<file path="src/rtl/adder_pkg.sv">
// rtl/adder_pkg.sv - shared types and constants for the sliced adder sequencer
package adder_pkg;

    typedef enum logic [1:0] {
        IDLE = 2'd0,
        RUN  = 2'd1,
        DONE = 2'd2
    } state_t;

    localparam int SLICE_DEFAULT = 4;

    // Chunk counter width, never below one bit so NCHUNK=1 still has a counter
    function automatic int kw_of(input int nchunk);
        return (nchunk <= 1) ? 1 : $clog2(nchunk);
    endfunction

endpackage

</file>
<file path="src/rtl/add_slice.sv">
// rtl/add_slice.sv - combinational ripple-carry slice of full adders
module add_slice #(
    parameter int W = 4
) (
    input  logic [W-1:0] a,
    input  logic [W-1:0] b,
    input  logic         ci,
    output logic [W-1:0] s,
    output logic         co
);

    // Ripple the carry through W full adders
    always_comb begin : p_ripple
        logic c;
        c = ci;
        s = '0;
        for (int i = 0; i < W; i++) begin
            s[i] = a[i] ^ b[i] ^ c;
            c    = (a[i] & b[i]) | (c & (a[i] ^ b[i]));
        end
        co = c;
    end

endmodule

</file>
<file path="src/rtl/adder_seq_ctrl.sv">
// rtl/adder_seq_ctrl.sv - multi-cycle add/subtract reusing one narrow adder slice
module adder_seq_ctrl
    import adder_pkg::*;
#(
    parameter int WIDTH = 16,
    parameter int SLICE = SLICE_DEFAULT
) (
    input  logic             clk,
    input  logic             rst_n,
    input  logic             in_valid,
    output logic             in_ready,
    input  logic [WIDTH-1:0] a,
    input  logic [WIDTH-1:0] b,
    input  logic             cin,
    input  logic             sub,
    output logic             out_valid,
    input  logic             out_ready,
    output logic [WIDTH:0]   S,
    output logic             busy
);

    localparam int NCHUNK = WIDTH / SLICE;
    localparam int KW     = kw_of(NCHUNK);
    localparam logic [KW-1:0] KLAST = KW'(NCHUNK - 1);

    state_t            state, state_nxt;
    logic [WIDTH-1:0]  a_r, b_r;
    logic              carry;
    logic [KW-1:0]     k;
    logic [WIDTH:0]    s_r;

    logic [SLICE-1:0]  a_chunk, b_chunk, slice_s;
    logic              slice_co;
    logic              accept, last_chunk;

    assign accept     = (state == IDLE) && in_valid;
    assign last_chunk = (k == KLAST);

    // Select the current operand chunk with constant part-selects
    always_comb begin
        a_chunk = '0;
        b_chunk = '0;
        for (int i = 0; i < NCHUNK; i++) begin
            if (k == KW'(i)) begin
                a_chunk = a_r[i*SLICE +: SLICE];
                b_chunk = b_r[i*SLICE +: SLICE];
            end
        end
    end

    add_slice #(.W(SLICE)) u_slice (
        .a  (a_chunk),
        .b  (b_chunk),
        .ci (carry),
        .s  (slice_s),
        .co (slice_co)
    );

    // State register
    always_ff @(posedge clk or negedge rst_n) begin
        if (!rst_n) state <= IDLE;
        else        state <= state_nxt;
    end

    // Next-state logic
    always_comb begin
        state_nxt = state;
        case (state)
            IDLE:    if (in_valid)   state_nxt = RUN;
            RUN:     if (last_chunk) state_nxt = DONE;
            DONE:    if (out_ready)  state_nxt = IDLE;
            default:                 state_nxt = IDLE;
        endcase
    end

    // Handshake and status outputs decoded from state
    always_comb begin
        in_ready  = 1'b0;
        out_valid = 1'b0;
        busy      = 1'b0;
        case (state)
            IDLE:    in_ready  = 1'b1;
            RUN:     busy      = 1'b1;
            DONE: begin
                out_valid = 1'b1;
                busy      = 1'b1;
            end
            default: in_ready  = 1'b0;
        endcase
    end

    // Operand capture, carry chain between chunks and result accumulation
    always_ff @(posedge clk or negedge rst_n) begin
        if (!rst_n) begin
            a_r   <= '0;
            b_r   <= '0;
            carry <= 1'b0;
            k     <= '0;
            s_r   <= '0;
        end else if (accept) begin
            a_r   <= a;
            b_r   <= sub ? ~b : b;
            carry <= sub ? 1'b1 : cin;
            k     <= '0;
        end else if (state == RUN) begin
            for (int i = 0; i < NCHUNK; i++) begin
                if (k == KW'(i)) s_r[i*SLICE +: SLICE] <= slice_s;
            end
            carry <= slice_co;
            if (last_chunk) begin
                s_r[WIDTH] <= slice_co;
                k          <= '0;
            end else begin
                k <= k + 1'b1;
            end
        end
    end

    assign S = s_r;

endmodule

</file>
<file path="config.mk">
export PLATFORM = sky130hd
export DESIGN_NAME = adder_seq_ctrl
export DESIGN_NICKNAME = d
export VERILOG_FILES = /design/src/rtl/adder_pkg.sv /design/src/rtl/add_slice.sv /design/src/rtl/adder_seq_ctrl.sv
export SDC_FILE = /design/constraint.sdc
export NUM_CORES = 1
export LEC_CHECK = 0
export CAP_MARGIN = 20
export CELL_PAD_IN_SITES_DETAIL_PLACEMENT = 1
export CELL_PAD_IN_SITES_GLOBAL_PLACEMENT = 1
export CORE_ASPECT_RATIO = 0.8
export CORE_MARGIN = 2
export CORE_UTILIZATION = 40
export CTS_CLUSTER_DIAMETER = 200
export DETAILED_ROUTE_END_ITERATION = 12
export PLACE_DENSITY_LB_ADDON = 0.1
export SYNTH_ARGS = -nofsm -noshare
export SYNTH_HDL_FRONTEND = slang
export SYNTH_SLANG_ARGS = --single-unit
export TNS_END_PERCENT = 100
</file>
<file path="constraint.sdc">
create_clock -name clk -period 3.4 [get_ports clk]
set_input_delay 0.85 -clock clk [delete_from_list [all_inputs] [get_ports clk]]
set_output_delay 0.85 -clock clk [all_outputs]
set_load 0.01 [all_outputs]
</file>
# Word level (Yosys, flattened, before mapping)
# Index checks and enable logic that the tools add are counted.
# word_totals
reg_bits,54
inputBits,38
wordCells,72
# classes
mux,22
reduce_logical,10
bitwise_logic,22
eq_ne,8
addsub,1
# op_table
op,count
2-to-1 mux 4 bit,8
2-to-1 mux 16 bit,1
NOT 16 bit,1
AND reduction 3 bit,5
2-to-1 mux 2 bit,6
AND 1 bit,8
XOR 1 bit,8
"equality test 2 bit, second input constant",3
2-to-1 mux 1 bit,6
"inequality test 2 bit, second input constant",3
case mux 2 bit (3 select lines),1
"equality test 2 x 1 -> 1 bit, second input constant",2
logical NOT 2 bit,2
OR 1 bit,4
"adder 2 x 1 -> 2 bit, second input constant",1
nonzero test 2 bit,1
OR reduction 2 bit,1
logical AND 1 bit,1
NOT 1 bit,1

# Longest topological paths before layout
# depth
ltp_word,16
ltp_mapped,14
ltp_nobuf,12

# By module
# From an unflattened synthesis, not the netlist that was laid out.
# unflattened
hier_cells,229
hier_area_um2,2647.5
# by_module_without_submodules
mod,cells_per_inst,instances,area_each_um2
adder_seq_ctrl,215,1,2529.9
add_slice,14,1,117.6

# Worst setup path after synthesis
# No wires, ideal clock.
# synth_timing
path_kind,register to register
startpoint,reg k[0]
endpoint,reg s_r[3] (netlist: S[3])
setup_time_ns,0.125
arrival_time_ns,2.992
n_path_buf,2
path_stages_with_launch,14
setup_slack_ns,0.284
path_cell_list,dfrtp_1 > inv_1 > ha_1 > buf_2 > buf_2 > a21oi_1 > o21ai_0 > a22oi_1 > fa_1 > inv_1 > fa_1 > fa_1 > fa_1 > mux2_2
# synth_via
elab_chain_len,13
word_cells_on_any_way,27
# synth_lines
element,line,source
from (decl),adder_seq_ctrl.sv:29,logic [KW-1:0] k;
from (signal assigned),adder_seq_ctrl.sv:114,k <= k + 1'b1;
logical NOT 2 bit,adder_seq_ctrl.sv:44,if (k == KW'(i)) begin
2-to-1 mux 4 bit (4 in series),adder_seq_ctrl.sv:44,
XOR 1 bit,add_slice.sv:19,c = (a[i] & b[i]) | (c & (a[i] ^ b[i]));
AND 1 bit,add_slice.sv:19,
OR 1 bit,add_slice.sv:19,
AND 1 bit,add_slice.sv:19,
OR 1 bit,add_slice.sv:19,
AND 1 bit,add_slice.sv:19,
OR 1 bit,add_slice.sv:19,
XOR 1 bit *,add_slice.sv:18,s[i] = a[i] ^ b[i] ^ c;
named net slice_s[3],adder_seq_ctrl.sv:32,"logic [SLICE-1:0] a_chunk, b_chunk, slice_s;"
"to (signal, indexed assignment)",adder_seq_ctrl.sv:107,if (k == KW'(i)) s_r[i*SLICE +: SLICE] <= slice_s;
"to (signal, indexed assignment)",adder_seq_ctrl.sv:111,s_r[WIDTH] <= slice_co;
to (decl),adder_seq_ctrl.sv:30,logic [WIDTH:0] s_r;
# Mark *: on every way through the listed nets, which the timed path passes. The rest lies on a longest branch.
# A chain may end at the register's enable or synchronous reset.

# Final worst setup path
# layout_timing
startpoint,reg k[0]
endpoint,reg s_r[15] (netlist: S[15])
# Same word-level chain as after synthesis.

==> impl_metrics.ini <==
[sta]
drv_slew = 0
hold_viol_final = 0
fin_crit_sh_pct = 90.9
finalSetupTns_ps = 0
hold_ws_ps = 490
layout_min_cycle_time_ps = 3090
max-slew-margin-rel_pct = 40.4
timing.fmax_mhz = 323
max_slew.worst_pin.slew_ps = 891
fin_skew_ps = 7.88
rsz0062_at_grt = false
setup_viol_count_final = 0

[synthesis]
syn_area_mm2 = 0.00272
synth-edff-count = 0
ys_seq_area_share_pct = 49.7
synth.ff_latch_count = 54
syn_inst = 233
synth_cell_types = 28
ys.flop_type = dfrtp_1
synth_nets = 282
yosys_warnings = 0
async_flop_share_pct = 100
syn_avg_cell_area_um2 = 11.7

[route]
viasPerCell = 4.86
vias = 1814
wl_per_cell_um = 15.9
final_antenna_net_count = 0
wl_um = 5920
firstDrtPassIters = 4
drc = 0
drt-initial-drc-count = 64

[global_route]
grt_max_degree = 55
antenna_found_initial = 0
grt_pass1_vias = 1910
grt_pass1_wl_um = 9910
track_usage_pct = 17.4
gr-total-overflow = 0

[critical_path]
cp-start-kind = flop
worstPathCellList = inv_1 > ha_1 > buf_4 > a21oi_1 > o21ai_0 > a22o_1 > fa_1 > fa_1 > fa_1 > mux2_2
path_class = flop to flop
crit_path_max_fanout = 13
cpPeakStageDelay_ps = 500
cp_slowest_cell = fa_1
worstPathRequired_ps = 3600
cp-end-kind = flop
crit_top_cell = fa_1
arrival_ps = 3290

[pwr]
seqPwrFrac_pct = 34.4
p_int_w = 0.00208
switching_share_pct = 37.3
power_leakage_nw = 1.57
pwr-share-comb_pct = 52.3
clock_power_share_pct = 13.3
p_sw_w = 0.00124
powerDensity_mw_per_mm2 = 960
ir_drop_uv = 401

[final_layout]
layout_common_cells = clkdlybuf4s50_1 (56), dfrtp_1 (54), nand2_1 (25)
finalNetCount = 337
drive_gt1_share_pct = 17.0
antenna_cells = 0
area_growth_pct = 27.6
layout_commonest_cell = clkdlybuf4s50_1

[clock_network]
numCtsBuffers = 5
cts.path.max_buffers = 2
postCtsSetupBuffers = 0
h-tree-depth = 2
holdBufCountCts = 0
cts_resized = 0
clk_latency_ps = 310
cts_sinks = 54
clkSlewWorstSetupHoldPaths_ps = 100
cts_root_buf = clkbuf_8
cts_tree = yes

[floorplanning]
die_x_um = 96.2
coreArea_mm2 = 0.00647
ios = 58
die_h_um = 77.7
rows = 26
die_area_mm2 = 0.00747
start_util_pct = 42.0

[placed_design]
dp_hpwl_um = 4430
io_buffers = 57
gp_congestion = 0.779

[outcome]
status = complete, no violations

[worst_hold_path]
hold_path.class = flop to flop

[flow_run]
drv_cap = 0
## worst max-delay path: cells and delay by family, from the launching register on
family          cells  cell delay (ps)
mux                 1              290
buf+inv             2              290
compound gates      3              420
flops               1              380
fa+ha+maj           4             1580
## power by group through the flow
| stage | sequential, W | combinational [W] | clock (W) |
|---|---|---|---|
| 3_5_place_dp | 0.00116 | 0.00177 | 0 |
| 6_report | 0.00114 | 0.00174 | 0.000441 |
| 5_1_grt | 0.00119 | 0.00195 | 0.000482 |
| 2_1_floorplan | 0.00114 | 0.00114 | 0 |
| 4_1_cts | 0.00115 | 0.00178 | 0.000453 |
| 3_3_place_gp | 0.00116 | 0.00173 | 0 |
## cell families after synthesis
family	after synthesis	synth area share, %
AOI/OAI and AO/OA	50	10.8
and+or+nand+nor	36	5.94
buffers and inverters	30	5.34
adders and majority gates	11	6.17
DFF	54	49.7
muxes	36	16.9
xor gates and xnor gates	16	5.16
## per-stage QoR
stage               cells  total power (W)  setup slack [ps]  instance area (um^2)  utilization, %
finish                373          0.00333               309                  3470            53.6
global route          373          0.00362              91.2                  3470            53.6
CTS                   373          0.00338               302                  3470            53.6
detailed placement    365          0.00293               324                  3350            51.8
global placement      365          0.00288               399                  3350            51.8
floorplan             233          0.00227               284                  2720               -
## synthesized netlist by cell type, drive strengths merged (4+ instances only)
| cell | n | area, um^2 |
|---|---|---|
| mux2 | 31 | 409 |
| ha | 7 | 87.6 |
| inv | 16 | 60.1 |
| a22o | 4 | 35.0 |
| o21ai | 21 | 105 |
| mux2i | 5 | 50.1 |
| a21oi | 18 | 90.1 |
| nand2 | 26 | 100 |
| dfrtp | 54 | 1350 |
| buf | 9 | 65.1 |
| clkbuf | 5 | 20.0 |
| fa | 4 | 80.1 |
| xnor2 | 13 | 114 |
## flip-flops by register name, indices dropped and copies added, names as in the netlist
| register | count |
|---|---|
| b_r | 16 |
| state | 2 |
| k | 2 |
| a_r | 16 |
| carry | 1 |
| S | 17 |
## final timing paths
check | from | to | cells past startpoint | slack, ps
max | k[0] | S[15] | 10 | 310
min | S[0] | S[0] | 2 | 490
max reg2reg | k[0] | S[15] | 10 | 310
min reg2reg | S[0] | S[0] | 2 | 490
max in group asynchronous | rst_n | k[1] | 2 | 2290
min in group asynchronous | rst_n | S[0] | 2 | 650
## layer usage
layer	share of wire, %	track usage (%)
met1	51	25.8
met2	44	25.9
met3	3.5	3.30
met4	1.2	4.71
met5	0	0
## area by class of cell
| type | instances | area (um^2) |
|---|---|---|
| Sequential cell | 54 | 1350 |
| Timing Repair Buffer | 62 | 616 |
| Multi-Input combinational cell | 149 | 1220 |
| Clock buffer | 5 | 68.8 |
| Tap cell | 84 | 105 |
| Fill cell | 693 | 3010 |
| Clock inverter | 3 | 45.0 |
| Inverter | 16 | 60.1 |
(Power assumes the default switching activity.)
==> RTL change 1 (same settings) <==
Re-encode `state_t` (3 states) as one-hot, 3 bits wide.
--- a/src/rtl/adder_pkg.sv
+++ b/src/rtl/adder_pkg.sv
@@ -2,8 +2,8 @@
 package adder_pkg;
 
-    typedef enum logic [1:0] {
-        IDLE = 2'd0,
-        RUN  = 2'd1,
-        DONE = 2'd2
+    typedef enum logic [2:0] {
+        IDLE = 3'b001,
+        RUN  = 3'b010,
+        DONE = 3'b100
     } state_t;
 
Check against the original RTL: same outputs for any inputs over 10 cycles, from zero or initial values and one cycle with rst_n low; not proved beyond that.
==> RTL change 1 against the original RTL <==
- maximum frequency fell by 0.89%
- final area shrank 0.83%
- sequential cell count increased by 1
- power down 0.54%
- via count rose by 5.8%
- routed wire length is 0.86% higher
- hold slack got worse by 2.1 ps
- worst setup slack worse by 28 ps
- synthesized cell count grew 3.9%
- area after synthesis decreased by 2.0%
- non-clock buffer count increased by 2
- critical endpoint is now S[7]$_DFFE_PN0P_
- largest power group unchanged
==> RTL change 1: results (changes against the original RTL) <==
[synth]
synthTopCellsByCount = dfrtp_1, a21oi_1, mux2_2
synth_nets = 288  ; +2.1%
synth_warnings = 0  ; unchanged
ys_types = 32  ; +14%
ys_seq_area_share_pct = 51.7  ; +2.0 points
synth_area_leaders = dfrtp_1, mux2_2, a21oi_1

[worst_setup_path]
critPathMaxFanout = 9  ; -4
cp.arrival_ps = 3330  ; +40 ps

[clock_tree]
clkLatencyLatePin_ps = 320
cts_buffer_depth = 2  ; unchanged
clk_pin_slew_worst_paths_ps = 110
cts_made_buffers = 5  ; unchanged
post_cts.repair.setup_buffers = 0  ; unchanged
root_buffer = clkbuf_8
h-tree-depth = 2  ; unchanged

[pwr]
leakage_nw = 1.47  ; -6.1%
vdd_ir_drop_max_mv = 0.367  ; -8.4%

[sta]
fin_skew_ps = 11.3  ; +3.45 ps
relSlewSlack_pct = 38.8  ; -1.7 points

[cells_and_area]
nFillCells = 700  ; +1.0%
largest_register_ffs = 17  ; unchanged
fin_nets = 342  ; +1.5%
antenna_cells = 0  ; unchanged
drive_above_1_share_pct = 15.8  ; -1.1 points

[outcome]
status = finished clean

[detailed_routing]
vias = 1919  ; +5.8%
wire_per_inst_um = 15.7  ; -1.3%
drt_iter0_markers = 60  ; -6.3%

[global_route]
antenna_found_initial = 0  ; unchanged
grt_use_total_pct = 17.7  ; +0.29 points
grt_pass1_wl_um = 10000  ; +1.0%
grt_max_degree = 56  ; +1.8%

[placed_design]
io_buffer_count = 57  ; unchanged
place_hpwl_um = 4480  ; +1.3%
gp_congestion = 0.744  ; -4.6%

[min_path]
hold_path.class = flop to flop

==> RTL change 1: changes by cell type after synthesis, moves of 5 or more <==
cell | unedited run | this run
inv_1 | 16 | 11
mux2_4 | 16 | 0
o21ai_0 | 21 | 16
buf_2 | 4 | 9
nor2_1 | 3 | 17
a21oi_1 | 18 | 26
mux2_2 | 15 | 26
==> RTL change 1: layout make-up <==
| class | count | share of cell area, % |
|---|---|---|
| clock buffer | 5 | 2.00 |
| clock inverter | 3 | 1.38 |
| inverter | 11 | 1.20 |
| multi-input combinational | 159 | 34.0 |
| sequential | 55 | 40.1 |
| tap | 84 | 3.06 |
| timing repair buffer | 64 | 18.3 |
==> RTL change 1: path summary, 6_finish.rpt <==
path / cells past startpoint / slack [ps] / endpoint / from
setup / recovery: 10 / 280 / S[7]$_DFFE_PN0P_ / k[0]$_DFFE_PN0P_
hold / removal: 2 / 490 / S[8]$_DFFE_PN0P_ / S[8]$_DFFE_PN0P_
setup reg to reg: 10 / 280 / S[7]$_DFFE_PN0P_ / k[0]$_DFFE_PN0P_
hold reg to reg: 2 / 490 / S[8]$_DFFE_PN0P_ / S[8]$_DFFE_PN0P_
max in group asynchronous: 2 / 2580 / state[0]$_DFFE_PN1P_ / rst_n
min in group asynchronous: 2 / 520 / S[6]$_DFFE_PN0P_ / rst_n
==> RTL change 1: critical path: stages, from the launching register on <==
cell	delay [ps]
dfrtp_1	440
ha_1	320
a21oi_1	160
o21ai_0	100
a22oi_1	200
fa_1	200
inv_1	50
fa_1	370
fa_1	390
fa_1	500
mux2_2	290
==> RTL change 1: routing by layer <==
metal,GRT usage (%),wire length [um]
met1,26.1,2960
met2,26.8,2730
met3,3.63,240
met4,3.91,44
met5,0,0
==> RTL change 1: kinds of logic after synthesis <==
family | share of synthesized area, %
buf+inv | 4.51
simple gates | 9.68
xor+xnor | 5.26
fa+ha+maj | 4.89
mux | 12.1
flops | 51.7
compound gates | 11.8
==> RTL change 1: metrics by stage <==
step	utilization, %	cell area, sq um	setup slack, ps	total power, mW	cells
2_1_floorplan	-	2660	159	2.23	242
3_3_place_gp	51.8	3320	322	2.85	373
3_5_place_dp	51.8	3320	209	2.92	373
4_1_cts	53.6	3440	191	3.37	381
5_1_grt	53.7	3440	28.5	3.61	381
6_report	53.7	3440	281	3.31	381
==> RTL change 1: power by group <==
group / total (mW) / leakage (nW) / switching [mW] / internal [mW]
Combinational: 1.70 / 0.747 / 0.851 / 0.847
Clock: 0.447 / 0.0587 / 0.224 / 0.224
Sequential: 1.16 / 0.666 / 0.199 / 0.966
==> RTL change 2 (config.mk and constraints unchanged) <==
Made on the original files. `WIDTH`: 16 -> 24.
--- a/src/rtl/adder_seq_ctrl.sv
+++ b/src/rtl/adder_seq_ctrl.sv
@@ -3,5 +3,5 @@
     import adder_pkg::*;
 #(
-    parameter int WIDTH = 16,
+    parameter int WIDTH = 24,
     parameter int SLICE = SLICE_DEFAULT
 ) (
Interface: changed (resized S, a and b); port bits go from 58 to 82. The function was not compared with the original's and may differ.
==> RTL change 2 against the original RTL <==
- routed wire length up 65%
- largest power group unchanged
- sequential power up 46%
- area after synthesis up 45%
- final cell count up 60%
- count of clock-buffer cells in the layout up 4
- sequential share of layout area down 1.4 points
- non-clock buffer count up 34
- final area up 52%
- sequential cell count up 25
- power up 63%
- worst setup slack worse by 130 ps
- clock power up 120%
==> RTL change 2: results (changes against the original RTL) <==
[outcome]
status = finished clean

[clock_tree]
clkLatencyLatePin_ps = 330  ; +20 ps
cts_made_buffers = 9  ; +4
h-tree-depth = 3  ; +1
root_buffer = clkbuf_16
post_cts.repair.setup_buffers = 0  ; unchanged
clk_pin_slew_worst_paths_ps = 60  ; -40 ps
post_cts_resized = 0  ; unchanged
cts_buffer_depth = 2  ; unchanged

[synth]
ys_types = 44  ; +57%
synth_nets = 450  ; +60%
synth_warnings = 0  ; unchanged
ys_seq_area_share_pct = 50.3  ; +0.61 points
synthTopCellsByCount = nand2_1, dfrtp_1, o21ai_0
synth_area_leaders = dfrtp_1, nand2_1, mux2_2
ys_async_sr_fraction_pct = 100  ; unchanged
synth_cells = 388  ; +67%
synthFlopType = dfrtp_1

[pwr]
power.net_switching_mw = 2.13  ; +71%
power.density_mw_per_mm2 = 1030  ; +7.2%
vdd_ir_drop_max_mv = 0.542  ; +35%
power_frac_comb_pct = 51.7  ; -0.6 points
p_seq_mw = 1.66  ; +46%
leakage_nw = 2.40  ; +53%

[worst_setup_path]
cp_slowest_cell = fa_2
cpPeakStageDelay_ps = 540  ; +40 ps
cp.arrival_ps = 3440  ; +150 ps
crit_family = adder cells
critPathMaxFanout = 10  ; -3

[cells_and_area]
fin_nets = 533  ; +58%
fin_cells = 595  ; +60%
largest_register_ffs = 25  ; +8
nFillCells = 1076  ; +55%
drive_above_1_share_pct = 16.4  ; -0.57 points
antenna_cells = 0  ; unchanged

[detailed_routing]
drc = 0  ; unchanged
dr.pass1.iters = 4  ; unchanged
drt_iter0_markers = 95  ; +48%
wire_per_inst_um = 16.4  ; +3.5%
routed_via_density = 5.04  ; +3.7%

[global_route]
grt_use_total_pct = 20.2  ; +2.8 points
grt_max_degree = 80  ; +45%
grt_pass1_wl_um = 16500  ; +67%
grt_pass1_vias = 3297  ; +73%
antenna_found_initial = 0  ; unchanged

[sta]
fin_skew_ps = 6.01  ; -1.87 ps
tightest_slew_ps = 989  ; +98.8 ps

[placed_design]
dp_slack_ps = 76.7  ; -247 ps
placed_cells = 577  ; +58%
placed_area_sq_mm = 0.00494  ; +47%
gp_congestion = 0.846  ; +8.5%
place_hpwl_um = 7100  ; +60%
io_buffer_count = 81  ; +42%

[run]
max-cap-violations = 0  ; unchanged

[min_path]
hold_path.class = flop to flop

==> RTL change 2: cell count changes in the layout (fill, tap and decap cells not counted), moves of 6 or more <==
cell and change:
mux2i_1 +6, nand2_1 +77, dfrtp_1 +24, a221oi_1 +6
clkdlybuf4s50_1 +24, nand2b_1 +6, o21ai_0 +6, clkbuf_16 +9
xnor2_1 +9, a21oi_1 -15, buf_4 +11, mux2_4 -12
==> RTL change 2: metal layers <==
metal / GRT usage [%] / wire length, um
met1: 27.3 / 4520
met2: 33.1 / 4790
met3: 3.80 / 338
met4: 6.33 / 134
met5: 0 / 0
==> RTL change 2: area by class of cell <==
class	count	area, sq um	area share, %
multi-input cells	270	1850	35.2
clock inverters	7	71.3	1.35
flip-flops and latches	79	1980	37.6
inverters	15	56.3	1.07
repair buffers	96	933	17.7
clock buffers	9	225	4.28
well taps	119	149	2.83
==> RTL change 2: kinds of logic (layout without fill, tap and decap cells) <==
logic type	count (synthesis)	in the layout	share of synthesized area (%)
simple gates	150	150	18.0
flops	79	79	50.3
compound gates	52	52	8.70
buf+inv	39	127	4.08
mux	35	35	9.97
xor+xnor	25	25	5.58
fa+ha+maj	8	8	3.31
==> RTL change 2: final timing paths <==
check                                     endpoint  cells after the start  slack, ps          startpoint
worst max-delay path             S[11]$_DFFE_PN0P_                     10        180    k[0]$_DFFE_PN0P_
worst min-delay path            b_r[5]$_DFFE_PN0P_                      2        480  b_r[5]$_DFFE_PN0P_
worst max register to register   S[11]$_DFFE_PN0P_                     10        180    k[0]$_DFFE_PN0P_
worst min register to register  b_r[5]$_DFFE_PN0P_                      2        480  b_r[5]$_DFFE_PN0P_
max in group asynchronous         k[1]$_DFFE_PN0P_                      1       2050               rst_n
min in group asynchronous       a_r[1]$_DFFE_PN0P_                      1        630               rst_n
